[src/rtl/pim_scheduler_pkg.sv]
// Shared sizing constants and types for the PIM tile scheduler.
package pim_scheduler_pkg;

  localparam int MATRIX_SIZE = 4;
  localparam int CHUNK_SIZE  = 2;
  localparam int WIDTH       = 8;
  localparam int NUM_BLK     = MATRIX_SIZE / CHUNK_SIZE;
  localparam int BLK_W       = (NUM_BLK > 1) ? $clog2(NUM_BLK) : 1;
  localparam int NUM_TILES   = NUM_BLK * NUM_BLK;

  typedef logic [BLK_W-1:0] blk_idx_t;

  typedef enum logic [1:0] {
    ST_IDLE   = 2'd0,
    ST_RUN    = 2'd1,
    ST_FINISH = 2'd2
  } sched_state_t;

  function automatic logic blk_last(input blk_idx_t b);
    return b == blk_idx_t'(NUM_BLK - 1);
  endfunction

endpackage

[src/rtl/pim_scheduler_prio_enc.sv]
// Lowest-index priority encoder with one-hot and binary index outputs.
module pim_prio_enc #(
  parameter int N = 4,
  localparam int IDX_W = (N > 1) ? $clog2(N) : 1
) (
  input  logic [N-1:0]     req,
  output logic [N-1:0]     onehot,
  output logic [IDX_W-1:0] idx,
  output logic             any
);

  always_comb begin
    onehot = '0;
    idx    = '0;
    any    = |req;
    // Walk downward so the lowest set bit is the one that sticks.
    for (int i = N - 1; i >= 0; i--) begin
      if (req[i]) begin
        onehot    = '0;
        onehot[i] = 1'b1;
        idx       = IDX_W'(i);
      end
    end
  end

endmodule

[src/rtl/pim_scheduler.sv]
// Dispatches row-major matrix tiles to free pim_units and drains their results
// into the aggregator one tile per cycle.
module pim_scheduler
  import pim_scheduler_pkg::*;
#(
  parameter int NUM_PIM = 4,
  localparam int UNIT_W = (NUM_PIM > 1) ? $clog2(NUM_PIM) : 1
) (
  input  logic                     clk,
  input  logic                     rst,
  input  logic                     start,
  output logic                     busy,
  output logic                     done,
  output logic [NUM_PIM-1:0]       pim_valid,
  output blk_idx_t [NUM_PIM-1:0]   pim_row_blk,
  output blk_idx_t [NUM_PIM-1:0]   pim_col_blk,
  input  logic [NUM_PIM-1:0]       pim_result_valid,
  output logic                     agg_we,
  output logic [UNIT_W-1:0]        agg_unit,
  output blk_idx_t                 agg_row_blk,
  output blk_idx_t                 agg_col_blk
);

  localparam int CNT_W = $clog2(NUM_TILES + 1);
  localparam logic [CNT_W-1:0] TILES_C = CNT_W'(NUM_TILES);

  sched_state_t state, state_nxt;

  logic [NUM_PIM-1:0] unit_busy;
  logic [NUM_PIM-1:0] result_pending;
  blk_idx_t           tag_row [NUM_PIM];
  blk_idx_t           tag_col [NUM_PIM];
  blk_idx_t           row_blk, col_blk;
  logic [CNT_W-1:0]   issued_cnt;
  logic [CNT_W-1:0]   done_cnt;

  logic [NUM_PIM-1:0] free_req, free_oh, pend_oh;
  logic [UNIT_W-1:0]  free_idx, pend_idx;
  logic               free_any, pend_any;
  logic               dispatch, drain, last_drain;
  logic [NUM_PIM-1:0] disp_mask, drain_mask;

  assign free_req = ~unit_busy;

  pim_prio_enc #(.N(NUM_PIM)) u_free_enc (
    .req    (free_req),
    .onehot (free_oh),
    .idx    (free_idx),
    .any    (free_any)
  );

  pim_prio_enc #(.N(NUM_PIM)) u_pend_enc (
    .req    (result_pending),
    .onehot (pend_oh),
    .idx    (pend_idx),
    .any    (pend_any)
  );

  assign dispatch   = (state == ST_RUN) && (issued_cnt != TILES_C) && free_any;
  assign drain      = (state == ST_RUN) && pend_any;
  assign last_drain = drain && (done_cnt == TILES_C - 1'b1);
  assign disp_mask  = dispatch ? free_oh : '0;
  assign drain_mask = drain ? pend_oh : '0;

  always_comb begin
    state_nxt = state;
    unique case (state)
      ST_IDLE:   if (start) state_nxt = ST_RUN;
      ST_RUN:    if (last_drain) state_nxt = ST_FINISH;
      ST_FINISH: state_nxt = ST_IDLE;
      default:   state_nxt = ST_IDLE;
    endcase
  end

  assign busy        = (state == ST_RUN);
  assign done        = (state == ST_FINISH);
  assign agg_we      = drain;
  assign agg_unit    = drain ? pend_idx : '0;
  assign agg_row_blk = drain ? tag_row[pend_idx] : '0;
  assign agg_col_blk = drain ? tag_col[pend_idx] : '0;

  always_ff @(posedge clk) begin
    if (rst) begin
      state          <= ST_IDLE;
      unit_busy      <= '0;
      result_pending <= '0;
      row_blk        <= '0;
      col_blk        <= '0;
      issued_cnt     <= '0;
      done_cnt       <= '0;
      pim_valid      <= '0;
      pim_row_blk    <= '0;
      pim_col_blk    <= '0;
      for (int u = 0; u < NUM_PIM; u++) begin
        tag_row[u] <= '0;
        tag_col[u] <= '0;
      end
    end else begin
      state     <= state_nxt;
      pim_valid <= disp_mask;
      // A unit freed by drain this cycle only becomes dispatchable next cycle.
      unit_busy      <= (unit_busy | disp_mask) & ~drain_mask;
      result_pending <= (result_pending | (pim_result_valid & unit_busy)) & ~drain_mask;

      if (state == ST_IDLE && start) begin
        row_blk    <= '0;
        col_blk    <= '0;
        issued_cnt <= '0;
        done_cnt   <= '0;
      end

      if (dispatch) begin
        pim_row_blk[free_idx] <= row_blk;
        pim_col_blk[free_idx] <= col_blk;
        tag_row[free_idx]     <= row_blk;
        tag_col[free_idx]     <= col_blk;
        issued_cnt            <= issued_cnt + 1'b1;
        if (blk_last(col_blk)) begin
          col_blk <= '0;
          row_blk <= blk_last(row_blk) ? '0 : row_blk + 1'b1;
        end else begin
          col_blk <= col_blk + 1'b1;
        end
      end

      if (drain) done_cnt <= done_cnt + 1'b1;
    end
  end

endmodule

[config.mk]
export PLATFORM = sky130hd
export DESIGN_NAME = pim_scheduler
export DESIGN_NICKNAME = d
export VERILOG_FILES = /design/src/rtl/pim_scheduler_pkg.sv /design/src/rtl/pim_scheduler_prio_enc.sv /design/src/rtl/pim_scheduler.sv
export SDC_FILE = /design/constraint.sdc
export NUM_CORES = 1
export LEC_CHECK = 0
export CAP_MARGIN = 40
export CORE_ASPECT_RATIO = 2
export CORE_MARGIN = 2
export CORE_UTILIZATION = 50
export CTS_BUF_LIST = sky130_fd_sc_hd__clkbuf_8
export DETAILED_ROUTE_END_ITERATION = 12
export MAX_ROUTING_LAYER = met4
export PLACE_DENSITY = 0.89
export SKIP_LAST_GASP = 1
export SLEW_MARGIN = 20
export SYNTH_ARGS = -nofsm -noshare
export SYNTH_HDL_FRONTEND = slang
export SYNTH_HIERARCHICAL = 1
export SYNTH_SLANG_ARGS = --single-unit
[constraint.sdc]
create_clock -name clk -period 1.9 [get_ports clk]
set_input_delay 0.19 -clock clk [delete_from_list [all_inputs] [get_ports clk]]
set_output_delay 0.19 -clock clk [all_outputs]
set_load 0.05 [all_outputs]
# After elaboration in Yosys (flattened, before gate mapping)
# Memories as Yosys holds them, arrays and structs flattened.
# Index checks and enable logic that the tools add are counted.
# totals
register_bits,30
ramBits,8
in_bits,7
out_inout_bits,19
elab_cells,100
memories,2
# classes
n_addsub,4
magnitude_cmp,2
eq_ne,6
muxes,49
n_bitwise,7
n_reduce_logical,14
# mem_list
name,words,word_bits,rd,rd_ports_with_merged_regs,wr,line,rtl
tag_col,4,1,1,0,4,pim_scheduler.sv:32,blk_idx_t tag_col [NUM_PIM];
tag_row,4,1,1,0,4,pim_scheduler.sv:31,blk_idx_t tag_row [NUM_PIM];
# ops
operator,count
2-to-1 mux 4 bit,10
2-to-1 mux 2 bit,13
2-to-1 mux 1 bit,19
AND 4 bit,3
2-to-1 mux 3 bit,3
bitwise mux 4 bit,2
NOT 4 bit,2
bitwise OR 4 bit,2
OR reduction 4 bit,2
adder 3 x 1 -> 3 bit (second input constant),2
logical AND 1 bit,6
case mux 2 bit (2 select lines),1
nonzero test 2 bit,2
== test 3 x 2 -> 1 bit (second input constant),1
< comparator 2 x 3 -> 1 bit (second input constant),1
!= test 3 bit (second input constant),1
adder 1 bit (second input constant),2
demux 1 bit (select 2 bit),1
== test 2 x 1 -> 1 bit (second input constant),1
== test 2 bit (second input constant),1
>= comparator 2 x 1 -> 1 bit (second input constant),1
logical NOT 2 bit,1
!= test 2 x 1 -> 1 bit (second input constant),1
!= test 2 bit (second input constant),1
2 further kinds,3

# Depth between registers and ports, before layout
# depth
depth_word,10
ltp_mapped,6
ltp_nobuf,6

# Cells and area by module
# The synthesis kept the hierarchy.
# by_module_without_submodules
mod,instances,cells_per_inst,area_per_inst_um2,seq_area_each_um2
pim_scheduler,1,159,1616.6,840.8
pim_prio_enc,2,10,58.8,0.0

# Worst setup path before layout
# OpenSTA, ideal clock, no wires.
# synth_timing
path_kind,reg-to-output
start,register result_pending[0]
end,output port agg_col_blk
arrival_time_ns,1.987
t_required_ns,1.710
setup_slack_ns,-0.277
path_stages_with_launch,6
path_buffers,1
cell_sequence,dfxtp_1 or4_1 nand3b_1 inv_1 clkbuf_1 and2_1
# synth_via
elab_chain_cells,3
word_cells_on_any_way,5
cone_classes,mux (2); reduce/logical (2); memory (1)
# synth_lines
item,line,rtl
start: declaration,pim_scheduler.sv:30,logic [NUM_PIM-1:0] result_pending;
start signal: assignment,pim_scheduler.sv:103,result_pending <= (result_pending | (pim_result_valid & unit_busy)) & ~drain_mask;
OR reduction 4 bit,pim_scheduler_prio_enc.sv:15,any = |req;
via pend_any,pim_scheduler.sv:39,"logic free_any, pend_any;"
logical AND 1 bit,pim_scheduler.sv:60,assign drain = (state == ST_RUN) && pend_any;
via agg_we,pim_scheduler.sv:18,"output logic agg_we,"
2-to-1 mux 1 bit,pim_scheduler.sv:80,assign agg_col_blk = drain ? tag_col[pend_idx] : '0;
end: declaration,pim_scheduler.sv:21,output blk_idx_t agg_col_blk
# The timed path passes the listed nets, and every way through them passes these cells.

# Worst setup path after layout
# layout_timing
start,register result_pending[2]
end,output port agg_col_blk
# layout_via
elab_chain_cells,5
word_cells_on_any_way,7
cone_classes,mux (4); reduce/logical (2); memory (1)
# layout_lines
item,line,rtl
2-to-1 mux 2 bit (3 in series),pim_scheduler_prio_enc.sv:18,if (req[i]) begin
via pend_idx[0],pim_scheduler.sv:38,"logic [UNIT_W-1:0] free_idx, pend_idx;"
memory read (4 x 1 bit),n/a,
2-to-1 mux 1 bit,pim_scheduler.sv:80,
# The timed path passes the listed nets, and every way through them passes these cells.

==> results.yml <==
setup_path:
  r2r_end: "tag_row[2]"
  worstSetupStartpointType: "flip-flop"
  critical_path.cell_chain: "nand2b_4, a21oi_2, buf_4, mux4_2, and2_4, buf_8"
  startpoint: "result_pending[2]"
  worstPathRequired_ns: 1.71
  ff2ff_path_depth: 5
  crit_path_end: "agg_col_blk"
  cp_max_fo: 3
  worstPathArrival_ns: 1.78
  r2r-start: "unit_busy[0]"
  r2r_slack_ns: 0.08
  cp-end-kind: "output port"
  crit_type: "flip-flop to output port"
  cpMaxStageDelayCell: "mux4_2"
  cp_slowest_stage_delay_ns: 0.49
yosys:
  syn-cell-area_mm2: 0.00173
  synth.distinct_cells: 38
  synth_area_leader_cell: "dfxtp_1"
  synthCells: 179
  synth_fp_nets: 190
  syn_avg_cell_area_um2: 9.69
  yosys_register_bits: 38
  synth-main-ff-cell: "dfxtp_1"
  synth_enable_flop_cells: 8
  async_reset_ff_share_pct: 0
  seq_area_frac_synth_pct: 48.5
  yosys.area.top_type_share_pct: 34.6
  synth_area_leaders: "dfxtp_1 35%, edfxtp_1 14%, mux2i_1 4.6%"
  synth_warnings: 6
cells_and_area:
  final_common_cell: "dfxtp_1"
  synthToLayoutAreaGrowth_pct: 30.5
  nets: 229
  final_layout_size_suffix_gt1_share_pct: 24.2
  final-instance-count-excl-fill: 251
  layout_common_cells: "27 x dfxtp_1, 19 x clkdlybuf4s50_1, 18 x buf_4, 16 x nand2_1"
  num_antenna_cells: 0
grt:
  grt_antenna_before_repair: 0
  grt_max_degree: 25
  grt_pass1_wl_mm: 5.96
  grt_pass1_vias: 1374
  grt_use_total_pct: 21.2
  grt.overflow.total: 0
routing:
  drt-wirelength-per-cell_um: 14.3
  dr.pass1.iters: 4
  dr.first_iter.drc_count: 39
  routed_via_density: 5.61
  finalWirelength_mm: 3.60
  ant_nets: 0
  num_vias: 1408
  post-route-drc-count: 0
sta:
  period_share_pct: 104
  worstMarginPinSlew_ns: 0.518
  clock.fmax_mhz: 507
  grt_setup_unrepaired: "yes"
  relSlewSlack_pct: 65.4
  slew_violations: 0
  layout_min_cycle_time_ns: 1.97
  hold_violations: 0
  fin_worst_skew_ns: 0.00519
  fin_tns_setup_ns: -0.250
  setup_viol: 5
  setup_ws_ns: -0.0734
run_status:
  violations: "negative setup slack"
  status: "finished, violations left"
place:
  place_worst_setup_slack_ns: -0.154
  port_buffers: 25
  dp_cells: 242
  post-dp-hpwl_mm: 2.65
  globalplace.congestion: 0.888
clock_tree:
  clk_latency_ns: 0.29
  cts_sinks: 38
  ctsHoldBuffers: 0
  root_buffer: "clkbuf_8"
  clockBufferDepth: 2
  cts_buffers: 5
  cts_tree: "yes"
  cts_max_level: 2
  clkSlewWorstSetupHoldPaths_ns: 0.07
die:
  io_pins: 26
  rows: 30
  dieHeight_um: 87.3
  die_w_um: 45.6
  core_region_area_mm2: 0.00334
  die_area_mm2: 0.00398
  start_util_pct: 51.9
pwr:
  vdd_drop_max_mv: 0.616
  powerDensity_mw_per_mm2: 697
  p_leak_nw: 0.862
flow_run:
  drv_cap: 0
worst_hold_path:
  worstHoldPathType: "flip-flop to flip-flop"
-- power by group --
part | leakage (nW) | total [mW] | internal (mW) | switching [mW]
clock | 0.0416 | 0.521 | 0.251 | 0.270
sequential | 0.328 | 0.860 | 0.847 | 0.0129
combinational | 0.493 | 0.196 | 0.0817 | 0.115
-- per-layer routing --
layer  global-route usage [%]  share of wire (%)  wire length (um)  up-vias
li1                         -                  -                 -      717
met1                     21.1                 38              1360      653
met2                     36.9                 57              2040       29
met3                     3.73                3.0               107        9
met4                     11.2                2.6                93        0
met5                        -                  0                 0        -
-- stage by stage --
stage	util, %	area [um2]	hold slack, ns	power [mW]
6_report	67.8	2260	0.462	1.58
2_1_floorplan	-	1750	0.414	1.00
3_3_place_gp	62.8	2100	0.446	1.06
3_5_place_dp	62.8	2100	0.455	1.06
4_1_cts	66.3	2220	0.466	1.58
5_1_grt	67.8	2260	0.477	1.64
-- Yosys cell counts, types with 2 or more instances --
master    count
dfxtp_1      30
nand2_1      17
a21oi_1      12
inv_1        12
edfxtp_1      8
mux2i_1       8
nand3_1       8
nor2_1        8
nor3b_1       7
nand2b_1      6
nor3_1        6
clkbuf_1      5
a211oi_1      4
a221oi_1      4
and2_1        4
ha_1          4
nand4_1       3
nand4b_1      3
o21ai_0       3
or4_1         3
buf_2         2
buf_4         2
buf_6         2
mux4_2        2
nor4b_1       2
o211ai_1      2
-- how the worst min path moves through the flow --
stage | startpoint | endpoint | cells after the start | slack [ns]
2_1_floorplan | pim_result_valid[0] | result_pending[0] | 2 | 0.41
3_3_place_gp | pim_row_blk[1] | pim_row_blk[1] | 2 | 0.45
3_5_place_dp | pim_row_blk[1] | pim_row_blk[1] | 2 | 0.46
4_1_cts | pim_col_blk[0] | pim_col_blk[0] | 2 | 0.47
5_1_grt | pim_col_blk[1] | pim_col_blk[1] | 2 | 0.48
6_report | pim_row_blk[0] | pim_row_blk[0] | 2 | 0.46
-- sequential cells by signal, summed over array words and instances (netlist names) --
register / flops
pim_col_blk: 4
pim_row_blk: 4
pim_valid: 4
result_pending: 4
tag_col: 4
tag_row: 4
unit_busy: 4
done_cnt: 3
issued_cnt: 3
state: 2
col_blk: 1
row_blk: 1
-- final cells by class --
cell class | instances | area [um2]
Multi-Input combinational cell | 116 | 816
Inverter | 13 | 51.3
Fill cell | 258 | 1080
Clock buffer | 5 | 68.8
Clock inverter | 3 | 16.3
Timing Repair Buffer | 44 | 424
Tap cell | 32 | 40.0
Sequential cell | 38 | 847
-- critical path: cells and delay by family, from the launching register on --
family,cells,cell delay (ns)
AOI/OAI and AO/OA,1,0.11
buffers and inverters,2,0.28
DFF,1,0.33
muxes,1,0.49
and+or+nand+nor,2,0.29
-- repair_timing --
item | 4_1_cts | 5_1_grt
pin swaps | 2 | 3
resized for setup | 11 | 12
buffers inserted | 0 | 1
endpoints found under the setup margin | 15 | 18
cloned | 0 | 0
-- cell families (layout without fill, tap and decap cells) --
logic type	Yosys count	count (layout)	synth area share, %
AND/OR/NAND/NOR	72	72	23.3
AO/OA/AOI/OAI	30	30	11.3
multiplexers	10	10	7.22
flip-flops	38	38	48.5
buffers and inverters	25	65	6.85
adder cells (fa/ha/maj)	4	4	2.89
Power figures use the tool's default switching activity.
==> edit: new RTL, same flow settings <==
Remove the register `pim_valid`: a continuous assignment takes its place, so the output `pim_valid` follows one clock earlier.
--- a/src/rtl/pim_scheduler.sv
+++ b/src/rtl/pim_scheduler.sv
@@ -90,3 +90,2 @@
       done_cnt       <= '0;
-      pim_valid      <= '0;
       pim_row_blk    <= '0;
@@ -99,3 +98,2 @@
       state     <= state_nxt;
-      pim_valid <= disp_mask;
       // A unit freed by drain this cycle only becomes dispatchable next cycle.
@@ -129,2 +127,4 @@
 
+  assign pim_valid = disp_mask;
+
 endmodule
Function: changed (a bounded check fails within 4 cycles, from zero or initial values and one cycle with rst high).
==> edit against the original RTL <==
The flow still finishes with violations (negative setup slack); global-route usage up 4.2 points; cell area up 5.5%; fmax up 0.11%; sequential power down 9.3%; synthesized area up 1.6%; setup slack better by 0.0022 ns; sequential cell count down 4; total power down 4.2%; synthesized cell count up 8.4%; non-clock buffer count up 6; routed wire length up 25%; largest cell class is now multi-input combinational cells; highest routed layer unchanged.
==> edit: results (changes against the original RTL) <==
[run_status]
violations = negative setup slack  ; unchanged
status = finished with violations  ; unchanged

[place]
dp_hpwl_mm = 2.905  ; was 2.651 mm
place_ws_ns = 0.07682  ; was -0.1540 ns
routabilityCongestion = 0.8798  ; was 0.8878
place_area_mm2 = 0.002076  ; was 0.002097 mm2
dp.cells = 252  ; was 242

[sta]
slew_headroom_pct = 63.51  ; was 65.39%
fin_skew_ns = 0.008972  ; was 0.005192 ns
setup_violations = 8  ; was 5
fin_hold_ws_ns = 0.4716  ; was 0.4624 ns
fin_setup_tns_ns = -0.3082  ; was -0.2496 ns
fin_ws_ns = -0.07120  ; was -0.07338 ns

[route]
via_count = 1649  ; was 1,408
dr.first_iter.drc_count = 67  ; was 39
wirelength_mm = 4.489  ; was 3.598 mm

[yosys]
synth-xor-area-share_pct = 0  ; unchanged
synthTopCellsByCount = 26 x dfxtp_1, 23 x a21oi_1, 13 x nand2_1, 13 x nand3_1  ; was 30 x dfxtp_1, 17 x nand2_1, 12 x a21oi_1, 12 x inv_1
synthAdderAreaFrac_pct = 2.841  ; was 2.886%
synth.top_cell.area_share_pct = 29.55  ; was 34.63%
synth.area.mux_share_pct = 2.557  ; was 7.215%
ys_types = 44  ; was 38
synth_fp_nets = 205  ; was 190
seq_area_frac_synth_pct = 43.18  ; was 48.48%
yosys-top-cells-area = dfxtp_1 30%, edfxtp_1 14%, a21oi_1 6.5%  ; was dfxtp_1 35%, edfxtp_1 14%, mux2i_1 4.6%
synthCells = 194  ; was 179
synth_compound_area_share_pct = 18.18  ; was 11.26%

[worst_hold_path]
hp-start = pim_col_blk[0]  ; was pim_row_blk[0]
min_to = pim_col_blk[0]  ; was pim_row_blk[0]

[cells_and_area]
sh_seq_area_pct = 32.58  ; was 37.42%
nMultiInputCombCells = 132  ; was 116
post-route-util_pct = 70.70  ; was 67.75%
final_cell_count_no_fill = 269  ; was 251
multi_input_area_um2 = 950.9  ; was 815.8 um2
multi_input_area_share_pct = 39.81  ; was 36.04%
clock_area_share_pct = 3.562  ; was 3.759%
nonClkBufAreaFrac_pct = 20.22  ; was 18.74%
drive_above_1_share_pct = 32.91  ; was 24.20%

[clock_tree]
numCtsBuffers = 5  ; unchanged
htreeDepth = 2  ; unchanged
clkSinkCount = 34  ; was 38

[worst_setup_path]
reg2reg_depth = 8  ; was 5
crit_start = result_pending[2]  ; unchanged
r2r_slack_ns = 0.01  ; was 0.08 ns
r2r-end = pim_col_blk[2]  ; was tag_row[2]

[power_and_ir_drop]
seq_cell_power_uw = 780  ; was 860 uW
peakVddDrop_mv = 0.4716  ; was 0.6163 mV
leakagePower_uw = 0.0009158  ; was 0.0008622 uW
p_sw_uw = 409.4  ; was 397.7 uW
clockPowerShare_pct = 34.2  ; was 33.0%

[grt]
grt_max_degree = 26  ; was 25
grt_pass1_wl_mm = 7.279  ; was 5.961 mm

edit: cell types whose count changed in the layout (fill, tap and decap cells not counted), sizes merged, moves of 5 or more:
cell / change
a21oi: +12
and3: +5
buf: +11
clkdlybuf4s50: -5
mux2i: -8
nand3: +5
nor3b: -5
o21ai: +6
edit: layer usage:
| metal | up-vias | track usage [%] | routed length [um] |
|---|---|---|---|
| met5 | - | - | 0 |
| met4 | 0 | 10.13 | 117 |
| met3 | 10 | 3.918 | 152 |
| met2 | 52 | 43.43 | 2562 |
| met1 | 805 | 28.22 | 1656 |
| li1 | 782 | - | - |
edit: repair_timing:
action / in CTS / in global routing
buffers inserted: 8 / 1
endpoints found under the hold margin: 0 / 0
hold buffers: 0 / 0
endpoints found under the setup margin: 9 / 25
pin swaps: 5 / 4
gates cloned: 0 / 0
resized for setup: 34 / 14
